## src/rtl/hfrv_busmux_pkg.sv

```systemverilog
// Shared types, constants and byte-lane helpers for the HF-RISC CPU-side bus interconnect.
package hfrv_bus_pkg;

  typedef enum logic [1:0] {
    IDLE,
    WAIT,
    ERR
  } busmux_state_t;

  localparam int WAIT_W = 4;
  localparam int SEL_W  = 4;

  typedef logic [SEL_W-1:0] sel_t;

  localparam sel_t SEL_NONE = '1;

  // The helpers work on a generous fixed width so any DATA_W up to this can use them.
  localparam int MAX_DATA_W = 256;
  localparam int MAX_BYTES  = MAX_DATA_W / 8;

  function automatic logic [MAX_DATA_W-1:0] byte_swap(input logic [MAX_DATA_W-1:0] data,
                                                      input int nbytes);
    logic [MAX_DATA_W-1:0] r;
    r = '0;
    for (int i = 0; i < MAX_BYTES; i++) begin
      if (i < nbytes) r[i*8 +: 8] = data[(nbytes-1-i)*8 +: 8];
    end
    return r;
  endfunction

  function automatic logic [MAX_BYTES-1:0] lane_swap(input logic [MAX_BYTES-1:0] lanes,
                                                     input int nbytes);
    logic [MAX_BYTES-1:0] r;
    r = '0;
    for (int i = 0; i < MAX_BYTES; i++) begin
      if (i < nbytes) r[i] = lanes[nbytes-1-i];
    end
    return r;
  endfunction

endpackage

```

## src/rtl/hfrv_busmux_if.sv

```systemverilog
// CPU-side and slave-side signals of the bus interconnect; 'slave' is the interconnect's view.
interface hfrv_busmux_if #(
  parameter int NUM_SLAVES = 4,
  parameter int ADDR_W     = 32,
  parameter int DATA_W     = 32
);

  logic [ADDR_W-1:0]            addr;
  logic [DATA_W-1:0]            wdata;
  logic [DATA_W/8-1:0]          data_we;
  logic                         ext_stall;
  logic [DATA_W-1:0]            rdata;
  logic                         stall;
  logic                         err;
  logic [ADDR_W-1:0]            err_addr;

  logic [NUM_SLAVES-1:0]        slv_cs_n;
  logic [ADDR_W-1:0]            slv_addr;
  logic [DATA_W-1:0]            slv_wdata;
  logic [DATA_W/8-1:0]          slv_we_n;
  logic [NUM_SLAVES*DATA_W-1:0] slv_rdata;

  modport slave (
    input  addr, wdata, data_we, ext_stall, slv_rdata,
    output rdata, stall, err, err_addr, slv_cs_n, slv_addr, slv_wdata, slv_we_n
  );

  modport master (
    output addr, wdata, data_we, ext_stall, slv_rdata,
    input  rdata, stall, err, err_addr, slv_cs_n, slv_addr, slv_wdata, slv_we_n
  );

endinterface

```

## src/rtl/hfrv_addr_decode.sv

```systemverilog
// Priority region decoder: matches the address MSBs against each slave's region code.
module hfrv_addr_decode
  import hfrv_bus_pkg::*;
#(
  parameter int NUM_SLAVES  = 4,
  parameter int REGION_BITS = 4,
  parameter logic [NUM_SLAVES*REGION_BITS-1:0] SLV_REGION = {4'he, 4'h4, 4'h0, 4'h2}
) (
  input  logic [REGION_BITS-1:0] region,
  output logic                   hit,
  output sel_t                   idx
);

  // Region entry 0 is the leftmost field; scanning downwards lets the lowest index win.
  always_comb begin
    hit = 1'b0;
    idx = '0;
    for (int k = NUM_SLAVES-1; k >= 0; k--) begin
      if (region == SLV_REGION[(NUM_SLAVES-1-k)*REGION_BITS +: REGION_BITS]) begin
        hit = 1'b1;
        idx = sel_t'(k);
      end
    end
  end

endmodule

```

## src/rtl/hfrv_busmux.sv

```systemverilog
// CPU-side bus interconnect: N decoded slave regions with wait states, byte-lane swap,
// CPU stall generation, registered read return and bus-error reporting for unmapped addresses.
module hfrv_busmux
  import hfrv_bus_pkg::*;
#(
  parameter int NUM_SLAVES  = 4,
  parameter int ADDR_W      = 32,
  parameter int DATA_W      = 32,
  parameter int REGION_BITS = 4,
  parameter logic [NUM_SLAVES*REGION_BITS-1:0] SLV_REGION = {4'he, 4'h4, 4'h0, 4'h2},
  parameter logic [NUM_SLAVES*WAIT_W-1:0]      SLV_WAIT   = {4'd0, 4'd0, 4'd0, 4'd3},
  parameter logic [NUM_SLAVES-1:0]             SLV_SWAP   = 4'b0001,
  parameter logic [DATA_W-1:0]                 DEFAULT_RDATA = '0
) (
  input logic          clk_i,
  input logic          rst_n_i,
  hfrv_busmux_if.slave bus
);

  localparam int NBYTES = DATA_W / 8;

  function automatic logic [DATA_W-1:0] swap_data(input logic [DATA_W-1:0] d);
    logic [MAX_DATA_W-1:0] w;
    w = byte_swap(MAX_DATA_W'(d), NBYTES);
    return w[DATA_W-1:0];
  endfunction

  function automatic logic [NBYTES-1:0] swap_lanes(input logic [NBYTES-1:0] l);
    logic [MAX_BYTES-1:0] w;
    w = lane_swap(MAX_BYTES'(l), NBYTES);
    return w[NBYTES-1:0];
  endfunction

  // Wait entries follow the same leftmost-is-slave-0 ordering as the region codes.
  function automatic logic [WAIT_W-1:0] wait_of(input sel_t s);
    logic [WAIT_W-1:0] r;
    r = '0;
    for (int k = 0; k < NUM_SLAVES; k++) begin
      if (s == sel_t'(k)) r = SLV_WAIT[(NUM_SLAVES-1-k)*WAIT_W +: WAIT_W];
    end
    return r;
  endfunction

  function automatic logic swap_of(input sel_t s);
    logic r;
    r = 1'b0;
    for (int k = 0; k < NUM_SLAVES; k++) begin
      if (s == sel_t'(k)) r = SLV_SWAP[k];
    end
    return r;
  endfunction

  busmux_state_t       state_q, state_d;
  logic [WAIT_W-1:0]   wcnt_q, wcnt_d;
  logic [ADDR_W-1:0]   lat_addr_q, lat_addr_d;
  logic [DATA_W-1:0]   lat_wdata_q, lat_wdata_d;
  logic [NBYTES-1:0]   lat_we_n_q, lat_we_n_d;
  sel_t                lat_sel_q, lat_sel_d;
  sel_t                rd_sel_q, rd_sel_d;
  logic                err_q, err_d;
  logic [ADDR_W-1:0]   err_addr_q, err_addr_d;

  logic                hit;
  sel_t                hit_idx;
  logic [WAIT_W-1:0]   hit_wait;
  logic                hit_swap;
  logic                access_valid;
  logic [DATA_W-1:0]   in_wdata;
  logic [NBYTES-1:0]   in_we_n;

  sel_t                cs_sel;
  logic                stall;
  logic [ADDR_W-1:0]   slv_addr;
  logic [DATA_W-1:0]   slv_wdata;
  logic [NBYTES-1:0]   slv_we_n;

  logic [DATA_W-1:0]   rd_raw;
  logic                rd_swap;

  hfrv_addr_decode #(
    .NUM_SLAVES  (NUM_SLAVES),
    .REGION_BITS (REGION_BITS),
    .SLV_REGION  (SLV_REGION)
  ) u_decode (
    .region (bus.addr[ADDR_W-1 -: REGION_BITS]),
    .hit    (hit),
    .idx    (hit_idx)
  );

  assign hit_wait = wait_of(hit_idx);
  assign hit_swap = swap_of(hit_idx);
  assign in_wdata = hit_swap ? swap_data(bus.wdata) : bus.wdata;
  assign in_we_n  = ~(hit_swap ? swap_lanes(bus.data_we) : bus.data_we);

  // Gating with rst_n_i keeps cs/stall released the moment reset is applied.
  assign access_valid = rst_n_i && !bus.ext_stall && (state_q == IDLE);

  // The accepting cycle already counts as the first stall cycle, so WAIT holds W-1 more
  // stall cycles plus one final cs-low cycle in which the write actually commits.
  always_comb begin
    state_d     = state_q;
    wcnt_d      = wcnt_q;
    lat_addr_d  = lat_addr_q;
    lat_wdata_d = lat_wdata_q;
    lat_we_n_d  = lat_we_n_q;
    lat_sel_d   = lat_sel_q;
    rd_sel_d    = SEL_NONE;
    err_d       = 1'b0;
    err_addr_d  = err_addr_q;
    cs_sel      = SEL_NONE;
    stall       = 1'b0;
    slv_addr    = bus.addr;
    slv_wdata   = bus.wdata;
    slv_we_n    = '1;

    case (state_q)
      IDLE: begin
        if (access_valid) begin
          if (!hit) begin
            err_d      = 1'b1;
            err_addr_d = bus.addr;
            state_d    = ERR;
          end else begin
            cs_sel    = hit_idx;
            slv_wdata = in_wdata;
            if (hit_wait == '0) begin
              slv_we_n = in_we_n;
              rd_sel_d = hit_idx;
            end else begin
              stall       = 1'b1;
              wcnt_d      = hit_wait - WAIT_W'(1);
              lat_addr_d  = bus.addr;
              lat_wdata_d = in_wdata;
              lat_we_n_d  = in_we_n;
              lat_sel_d   = hit_idx;
              state_d     = WAIT;
            end
          end
        end
      end

      WAIT: begin
        cs_sel    = lat_sel_q;
        slv_addr  = lat_addr_q;
        slv_wdata = lat_wdata_q;
        if (wcnt_q != '0) begin
          stall  = 1'b1;
          wcnt_d = wcnt_q - WAIT_W'(1);
        end else begin
          slv_we_n = lat_we_n_q;
          rd_sel_d = lat_sel_q;
          state_d  = IDLE;
        end
      end

      ERR: begin
        state_d = IDLE;
      end

      default: begin
        state_d = IDLE;
      end
    endcase
  end

  always_ff @(posedge clk_i or negedge rst_n_i) begin
    if (!rst_n_i) begin
      state_q     <= IDLE;
      wcnt_q      <= '0;
      lat_addr_q  <= '0;
      lat_wdata_q <= '0;
      lat_we_n_q  <= '1;
      lat_sel_q   <= SEL_NONE;
      rd_sel_q    <= SEL_NONE;
      err_q       <= 1'b0;
      err_addr_q  <= '0;
    end else begin
      state_q     <= state_d;
      wcnt_q      <= wcnt_d;
      lat_addr_q  <= lat_addr_d;
      lat_wdata_q <= lat_wdata_d;
      lat_we_n_q  <= lat_we_n_d;
      lat_sel_q   <= lat_sel_d;
      rd_sel_q    <= rd_sel_d;
      err_q       <= err_d;
      err_addr_q  <= err_addr_d;
    end
  end

  always_comb begin
    bus.slv_cs_n = '1;
    for (int k = 0; k < NUM_SLAVES; k++) begin
      if (cs_sel == sel_t'(k)) bus.slv_cs_n[k] = 1'b0;
    end
  end

  // Read data comes back one cycle after the final cs-low cycle, from the slave it addressed.
  always_comb begin
    rd_raw  = '0;
    rd_swap = 1'b0;
    for (int k = 0; k < NUM_SLAVES; k++) begin
      if (rd_sel_q == sel_t'(k)) begin
        rd_raw  = bus.slv_rdata[k*DATA_W +: DATA_W];
        rd_swap = SLV_SWAP[k];
      end
    end
  end

  assign bus.rdata     = (rd_sel_q == SEL_NONE) ? DEFAULT_RDATA
                                                : (rd_swap ? swap_data(rd_raw) : rd_raw);
  assign bus.stall     = stall;
  assign bus.err       = err_q;
  assign bus.err_addr  = err_addr_q;
  assign bus.slv_addr  = slv_addr;
  assign bus.slv_wdata = slv_wdata;
  assign bus.slv_we_n  = slv_we_n;

endmodule

```

## src/flat_wrapper.sv

```systemverilog
// flat-port wrapper written by rule: the top's interface ports become plain ports
module hfrv_busmux_flat import hfrv_bus_pkg::*;
#(
  parameter int NUM_SLAVES  = 4,
  parameter int ADDR_W      = 32,
  parameter int DATA_W      = 32,
  parameter int REGION_BITS = 4,
  parameter logic [NUM_SLAVES*REGION_BITS-1:0] SLV_REGION = {4'he, 4'h4, 4'h0, 4'h2},
  parameter logic [NUM_SLAVES*WAIT_W-1:0]      SLV_WAIT   = {4'd0, 4'd0, 4'd0, 4'd3},
  parameter logic [NUM_SLAVES-1:0]             SLV_SWAP   = 4'b0001,
  parameter logic [DATA_W-1:0]                 DEFAULT_RDATA = '0
)
  (clk_i, rst_n_i, bus_addr, bus_wdata, bus_data_we, bus_ext_stall, bus_slv_rdata, bus_rdata, bus_stall, bus_err, bus_err_addr, bus_slv_cs_n, bus_slv_addr, bus_slv_wdata, bus_slv_we_n);
  hfrv_busmux_if #(.NUM_SLAVES(NUM_SLAVES), .ADDR_W(ADDR_W), .DATA_W(DATA_W)) bus_i ();
  input logic clk_i;
  input logic rst_n_i;
  input wire logic [$bits(bus_i.addr)-1:0] bus_addr;
  input wire logic [$bits(bus_i.wdata)-1:0] bus_wdata;
  input wire logic [$bits(bus_i.data_we)-1:0] bus_data_we;
  input wire logic [$bits(bus_i.ext_stall)-1:0] bus_ext_stall;
  input wire logic [$bits(bus_i.slv_rdata)-1:0] bus_slv_rdata;
  output wire logic [$bits(bus_i.rdata)-1:0] bus_rdata;
  output wire logic [$bits(bus_i.stall)-1:0] bus_stall;
  output wire logic [$bits(bus_i.err)-1:0] bus_err;
  output wire logic [$bits(bus_i.err_addr)-1:0] bus_err_addr;
  output wire logic [$bits(bus_i.slv_cs_n)-1:0] bus_slv_cs_n;
  output wire logic [$bits(bus_i.slv_addr)-1:0] bus_slv_addr;
  output wire logic [$bits(bus_i.slv_wdata)-1:0] bus_slv_wdata;
  output wire logic [$bits(bus_i.slv_we_n)-1:0] bus_slv_we_n;
  assign bus_i.addr = bus_addr;
  assign bus_i.wdata = bus_wdata;
  assign bus_i.data_we = bus_data_we;
  assign bus_i.ext_stall = bus_ext_stall;
  assign bus_i.slv_rdata = bus_slv_rdata;
  assign bus_rdata = bus_i.rdata;
  assign bus_stall = bus_i.stall;
  assign bus_err = bus_i.err;
  assign bus_err_addr = bus_i.err_addr;
  assign bus_slv_cs_n = bus_i.slv_cs_n;
  assign bus_slv_addr = bus_i.slv_addr;
  assign bus_slv_wdata = bus_i.slv_wdata;
  assign bus_slv_we_n = bus_i.slv_we_n;
  hfrv_busmux #(.NUM_SLAVES(NUM_SLAVES), .ADDR_W(ADDR_W), .DATA_W(DATA_W), .REGION_BITS(REGION_BITS), .SLV_REGION(SLV_REGION), .SLV_WAIT(SLV_WAIT), .SLV_SWAP(SLV_SWAP), .DEFAULT_RDATA(DEFAULT_RDATA)) u_core (.clk_i(clk_i), .rst_n_i(rst_n_i), .bus(bus_i));
endmodule
```

## config.mk

```make
export PLATFORM = sky130hd
export DESIGN_NAME = hfrv_busmux_flat
export DESIGN_NICKNAME = d
export VERILOG_FILES = /design/src/rtl/hfrv_busmux_pkg.sv /design/src/rtl/hfrv_busmux_if.sv /design/src/rtl/hfrv_addr_decode.sv /design/src/rtl/hfrv_busmux.sv /design/src/flat_wrapper.sv
export SDC_FILE = /design/constraint.sdc
export NUM_CORES = 1
export LEC_CHECK = 0
export ABC_CLOCK_PERIOD_IN_PS = 3000
export BUFFER_PORTS_ARGS = -buffer_cell sky130_fd_sc_hd__buf_2
export CELL_PAD_IN_SITES_DETAIL_PLACEMENT = 2
export CELL_PAD_IN_SITES_GLOBAL_PLACEMENT = 2
export CORE_UTILIZATION = 29
export DETAILED_ROUTE_END_ITERATION = 10
export GPL_TIMING_DRIVEN = 0
export PLACE_DENSITY = 0.92
export SKIP_LAST_GASP = 1
export SLEW_MARGIN = 20
export SYNTH_ARGS = -nofsm -noshare
export SYNTH_HDL_FRONTEND = slang
export SYNTH_HIERARCHICAL = 1
export SYNTH_SLANG_ARGS = --single-unit
```

## constraint.sdc

```tcl
create_clock -name clk_i -period 3 [get_ports clk_i]
set_clock_uncertainty 0.15 [all_clocks]
set_input_delay 0.15 -clock clk_i [delete_from_list [all_inputs] [get_ports clk_i]]
set_output_delay 0.15 -clock clk_i [all_outputs]
set_load 0.03 [all_outputs]
```

==> results by group, run 1 <==
Pwr
  • VDD IR max: 0.292 mV
  • Leakage: 0.00550 uW
  • PwrDens: 506 nW/um^2

Cells and area
  • Synth-to-Final Area Change: 54.5%
  • Post-Layout Cell Count: 1473
  • Final net count: 1321
  • Share of layout cells above drive strength 1: 47.2%
  • FF/Latch Area: 2890 um^2
  • Final core occ: 45.9%
  • Fillers: 2529
  • Area of the multi-input gates: 3810 um^2

Synthesis
  • Avg Inst Size Synth: 10.4 um^2
  • Asr flop ratio synth: 100%
  • Top_reg_cell synth: dfrtp_1
  • Ys Warns: 6
  • Gate Count Post-Synth: 671
  • Post-synthesis sequential area ratio: 41.4%
  • Post-synth EDFFs: 0
  • Post-synthesis cell type count: 43
  • Post-Syn Area: 6990 um^2
  • Seq cells post-synth: 115

Clock tree
  • Skew-Pair Late Insertion Delay: 0.42 ns
  • CTS root buffer: clkbuf_16
  • Setup Fix Bufs, Post-CTS: 0
  • CTS tree: yes
  • Clock Tree Buf Depth: 2
  • Clock sink count: 115
  • Total CTS buffers: 17
  • Clk pin slew, worst setup/hold paths: 0.06 ns
  • H-tree lvl count: 4

Timing
  • Final Hold Fails: 0
  • Setup TNS: 0 ns
  • Fin Hold WS: 0.0450 ns
  • RSZ-0062 raised after global routing: true
  • Final setup viols: 0
  • Fin crit share: 97.0%
  • Maximum clock rate: 344 MHz
  • Pins Over Slew Limit: 0
  • Slew Limit Headroom: 48.5%
  • Actual slew at the worst max-slew pin: 0.768 ns
  • Min cycle time layout: 2.91 ns

Die
  • Core area: 23500 um^2
  • Die Y: 157 um
  • Number of core rows: 56
  • Die Area: 24700 um^2
  • # IOs: 337
  • Die width: 157 um
  • Initial core utilization: 29.7%

Place
  • Hpwl dp: 26000 um
  • Buffers on Ports: 336
  • RD Place Congestion: 0.846
  • Placed cells: 1328

Worst setup path
  • CP delay by family, top: compound AO/OA/AOI/OAI gates
  • CP Launch Type: flop
  • WP data arrival: 2.61 ns
  • CP max stage cell: dfrtp_1
  • Crit Path Max Fanout: 10
  • Crit path buf inv count: 2
  • Crit-path cells: and4bb_2 -> a21oi_1 -> clkbuf_2 -> a22oi_1 -> nand2_1 -> buf_2
  • Crit end category: output pin
  • CP peak stage delay: 0.48 ns
  • Crit Path Class: reg2out
  • Required @ worst endpoint: 2.70 ns

Flow run
  • Maxcap violations: 0

Routing
  • Antenna viol nets, final: 0
  • Drc violations: 0
  • Drt via density: 5.28
  • WL/cell: 28.6 um
  • First-pass iteration count of the detailed router: 7
  • DR iter-0 viols: 457
  • DR vias: 7783
  • Wirelength, routed: 42200 um

GRT
  • First-pass GRT wire length: 60100 um
  • Pin count of the biggest net entering global routing: 63
  • Vias in the first global route: 9077
  • GRT overflow: 0
  • Initial antenna violation count: 18
  • Tot GR Track Use: 33.9%

Run status
  • Outcome: finished, final reports clean

Worst hold path
  • Hold crit path type: in2reg
-- synth_stat cells, types with 3 or more instances --
library cell	number	area share (%)
a21oi_1	37	2.6
a22oi_1	25	2.7
buf_1	4	0.21
buf_12	3	0.86
buf_2	22	1.6
buf_4	5	0.54
clkbuf_1	13	0.70
dfrtp_1	103	37
dfstp_2	12	4.5
mux2_2	37	6.0
mux2_4	30	6.4
mux2i_1	36	5.2
mux4_2	32	10
nand2_1	162	8.7
nand2b_1	4	0.36
nand3_1	5	0.36
nor2_1	57	3.1
nor2b_1	33	3.0
nor3_1	4	0.29
nor3_2	3	0.43
o22a_1	4	0.50
o22ai_1	14	1.3
-- worst min-delay path, delay by kind of cell --
family / cells / cell delay (ns)
buffers and inverters: 1 / 0.10
muxes: 2 / 0.36
-- final cells by class --
| type | count | share of cell area, % |
|---|---|---|
| repair buffers | 430 | 25.3 |
| plain buffers | 49 | 2.81 |
| flip-flops and latches | 115 | 26.8 |
| inverters | 1 | 0.0347 |
| diodes | 20 | 0.463 |
| clock inverters | 14 | 1.66 |
| clock buffers | 18 | 3.97 |
| well taps | 319 | 3.69 |
| multi-input cells | 507 | 35.3 |
-- flip-flops by register name, summed over array words and instances, names as in the netlist, 2 cells and up --
signal / count
u_core/lat_sel_q: 4
u_core/lat_wdata_q: 32
u_core/state_q: 2
u_core/wcnt_q: 4
u_core/lat_we_n_q: 4
u_core/bus.err_addr: 32
u_core/lat_addr_q: 32
u_core/rd_sel_q: 4
-- per-layer routing --
layer  part of all wire [%]  global-route usage (%)  vias to the layer above
li1                       -                       -                     3285
met5                      0                       0                        -
met2                     54                    63.0                      381
met4                    5.8                    22.5                        0
met3                    5.9                    8.37                      120
met1                     34                    33.1                     3997
-- path summary, 6_finish.rpt --
| check | from | end | slack [ns] | cells after the start |
|---|---|---|---|---|
| max reg2reg | u_core/state_q[0] | u_core/wcnt_q[2] | 0.43 | 10 |
| min in group asynchronous | rst_n_i | u_core/lat_wdata_q[31] | 0.49 | 6 |
| max in group asynchronous | rst_n_i | u_core/lat_addr_q[4] | 1.53 | 7 |
| max | u_core/state_q[1] | bus_slv_wdata[0] | 0.09 | 6 |
| min reg2reg | u_core/lat_we_n_q[1] | u_core/lat_we_n_q[1] | 0.31 | 2 |
| min | bus_data_we[3] | u_core/lat_we_n_q[3] | 0.04 | 3 |
-- report_power, final --
| group | internal, uW | total (uW) | leakage (uW) | switching [uW] |
|---|---|---|---|---|
| Clock | 1320 | 2210 | 0.000287 | 889 |
| Combinational | 575 | 1410 | 0.00373 | 837 |
| Sequential | 1710 | 1850 | 0.00148 | 137 |
| Total | 3600 | 5460 | 0.00550 | 1860 |
-- per-stage QoR --
| stage | setup WS [ns] | power, uW | area, um^2 |
|---|---|---|---|
| CTS | 0.0226 | 5360 | 10700 |
| global route | -0.00129 | 5620 | 10800 |
| global placement | -1.32 | 2970 | 9080 |
| floorplan | 0.815 | 2540 | 7000 |
| finish | 0.0889 | 5460 | 10800 |
| detailed placement | -0.0101 | 3060 | 9110 |
-- what timing repair did --
action,in CTS,in global routing
endpoints found under the setup margin,1,46
hold buffers,93,0
resized for setup,1,12
endpoints found under the hold margin,212,0
-- logic make-up after synthesis --
group / Yosys count / synth area share, %
XOR/XNOR: 1 / 0.125
AND/OR/NAND/NOR: 282 / 18.3
AO/OA/AOI/OAI: 86 / 7.85
other: 1 / 0.0536
multiplexers: 135 / 27.9
buffers and inverters: 50 / 4.26
adder cells (fa/ha/maj): 1 / 0.179
flip-flops: 115 / 41.4
-- layout by cell type (no fill, tap or decap), drive strengths merged, types with 3 or more instances in the layout --
cell and count:
nand3 5, mux2i 36, a21oi 37, mux2 67, dlygate4sd3 88, clkinv 6, mux4 32, o22ai 14
clkinvlp 3, dfrtp 103, clkbuf 33, nor2b 33, bufinv 3, a22oi 25, inv 3, diode 20
nand2b 4, nand2 162, o22a 4, nor2 57, dfstp 12, buf 376, nor3 8
Note: power is estimated with default switching activity, not from simulation.
==> run 2, diff against run 1 <==
--- a/config.mk
+++ b/config.mk
@@ -9,10 +9,12 @@
 export BUFFER_PORTS_ARGS = -buffer_cell sky130_fd_sc_hd__buf_2
 export CELL_PAD_IN_SITES_DETAIL_PLACEMENT = 2
 export CELL_PAD_IN_SITES_GLOBAL_PLACEMENT = 2
-export CORE_UTILIZATION = 29
+export CORE_UTILIZATION = 30
+export CTS_BUF_LIST = sky130_fd_sc_hd__clkbuf_4
 export DETAILED_ROUTE_END_ITERATION = 10
 export GPL_TIMING_DRIVEN = 0
-export PLACE_DENSITY = 0.92
+export MAX_ROUTING_LAYER = met4
+export PLACE_DENSITY = 0.95
 export SKIP_LAST_GASP = 1
 export SLEW_MARGIN = 20
 export SYNTH_ARGS = -nofsm -noshare
==> results by group, run 2 (synthesis gave the netlist of run 1 again) <==
Worst hold path
  • Hold Path Stages: 4
  • Worst min-delay path startpoint: bus_addr[31]
  • Hold crit path type: in2reg
  • Worst hold endpoint: u_core/rd_sel_q[1]

Pwr
  • VDD IR max: 0.188 mV
  • Tot Pwr: 4610 uW
  • PwrDens: 436 nW/um^2
  • Leakage: 0.00545 uW

Timing
  • Setup TNS: 0 ns
  • Fin crit share: 97.5%
  • Slew Limit Headroom: 40.7%
  • Pins Over Slew Limit: 0
  • Min cycle time layout: 2.92 ns
  • Maximum clock rate: 342 MHz
  • Final setup viols: 0
  • Actual slew at the worst max-slew pin: 0.882 ns
  • Final setup margin: 0.0757 ns
  • RSZ-0062 raised after global routing: true
  • Fin Hold WS: 0.0436 ns
  • Final Hold Fails: 0

Place
  • Pre-CTS setup slack: -0.0913 ns
  • Hpwl dp: 24900 um
  • RD Place Congestion: 0.888
  • Buffers on Ports: 336

Die
  • Die Y: 155 um
  • Core area: 22800 um^2
  • Die width: 155 um
  • Die Area: 23900 um^2
  • Initial core utilization: 30.7%
  • Number of core rows: 55
  • # IOs: 337

Worst setup path
  • CP Launch Type: input port
  • Worst R2R Setup Slack: 0.26 ns
  • CP delay by family, top: simple AND/OR/NAND/NOR gates
  • R2R depth: 6
  • FF-to-FF Start: u_core/state_q[1]
  • RR Endpoint: u_core/bus.err_addr[31]
  • Crit Path Class: in2out
  • CP max stage cell: nor3_1
  • CP peak stage delay: 0.74 ns
  • Required @ worst endpoint: 2.70 ns
  • Crit end category: output pin
  • Crit-path cells: buf_2 -> nor3_1 -> nor4_1 -> buf_4 -> nand3_1 -> o22ai_1 -> nor2_1 -> buf_2
  • WP data arrival: 2.62 ns
  • Most frequent CP cell: buf_2
  • Crit path buf inv count: 3
  • Crit Path Max Fanout: 10

Clock tree
  • CTS tree: yes
  • CTS root buffer: clkbuf_4
  • Clk pin slew, worst setup/hold paths: 0.11 ns
  • Clock Tree Buf Depth: 2
  • Total CTS buffers: 17
  • Clock sink count: 115
  • Setup Fix Bufs, Post-CTS: 0
  • Skew-Pair Late Insertion Delay: 0.54 ns
  • H-tree lvl count: 4

Routing
  • Drt via density: 5.26
  • WL/cell: 26.4 um
  • DR vias: 7680
  • DR iter-0 viols: 337
  • First-pass iteration count of the detailed router: 5
  • Wirelength, routed: 38600 um
  • Antenna viol nets, final: 0
  • Drc violations: 0

Cells and area
  • Final net count: 1327
  • Share of layout cells above drive strength 1: 47.5%
  • Fillers: 2408
  • Most frequent cells in the layout: buf_2, nand2_1, dfrtp_1
  • Most common cell after layout, fill and taps aside: buf_2
  • Synth-to-Final Area Change: 51.3%

GRT
  • GRT overflow: 0
  • Global routing usage on met3: 7.09%
  • Grt met2 use: 63.6%
  • Vias in the first global route: 9003
  • First-pass GRT wire length: 57300 um
  • Pin count of the biggest net entering global routing: 73
  • Met1 Track Usage GR: 32.2%
  • Tot GR Track Use: 33.6%
  • GR peak layer: met2
  • Initial antenna violation count: 7

Run status
  • Outcome: finished, final reports clean

Flow run
  • Maxcap violations: 0
==> run 2: where the power goes <==
group | total, uW | switching (uW) | internal, uW
clock network | 1360 | 663 | 693
registers | 1830 | 126 | 1710
logic | 1430 | 834 | 591
==> run 2: through the flow <==
step                instances  util, %  instance area [um^2]
floorplan                 672        -                  7000
global placement         1321     39.8                  9070
detailed placement       1322     40.0                  9110
CTS                      1453     46.3                 10500
global route             1460     46.5                 10600
finish                   1460     46.5                 10600
==> run 2: worst max path at each step <==
stage,from,to,slack [ns],cells after the start
finish,bus_addr[28],bus_slv_wdata[8],0.08,8
CTS,u_core/state_q[1],bus_slv_wdata[17],0.02,6
floorplan,bus_addr[28],u_core/wcnt_q[1],0.81,7
global placement,rst_n_i,u_core/bus.err_addr[24],-1.37,5
detailed placement,bus_addr[28],bus_slv_wdata[27],-0.09,8
global route,u_core/state_q[0],bus_slv_cs_n[2],0.001,8
==> run 2: what timing repair did <==
item / in CTS / in global routing
endpoints found under the hold margin: 212 / 0
hold buffers: 99 / 0
endpoints found under the setup margin: 58 / 58
gates resized for setup: 7 / 18
gates cloned: 0 / 0
==> run 2: metal layers <==
| layer | routed length (um) | up-vias |
|---|---|---|
| li1 | - | 3285 |
| met1 | 13200 | 3942 |
| met2 | 21300 | 347 |
| met3 | 2300 | 106 |
| met4 | 1790 | 0 |
| met5 | 0 | - |
==> run 2: worst min-delay path: cells and delay by family <==
family | cells | cell delay [ns]
compound gates | 1 | 0.17
simple gates | 2 | 0.24
buf+inv | 1 | 0.17
==> run 2: final cells by class <==
| type | count | area (um^2) | area share (%) |
|---|---|---|---|
| Antenna cell | 7 | 17.5 | 0.166 |
| Buffer | 49 | 324 | 3.06 |
| Multi-Input combinational cell | 507 | 3820 | 36.1 |
| Timing Repair Buffer | 436 | 2820 | 26.6 |
| Sequential cell | 115 | 2890 | 27.3 |
| Clock buffer | 21 | 158 | 1.49 |
| Tap cell | 313 | 392 | 3.70 |
| Clock inverter | 11 | 163 | 1.54 |
| Inverter | 1 | 3.75 | 0.0355 |
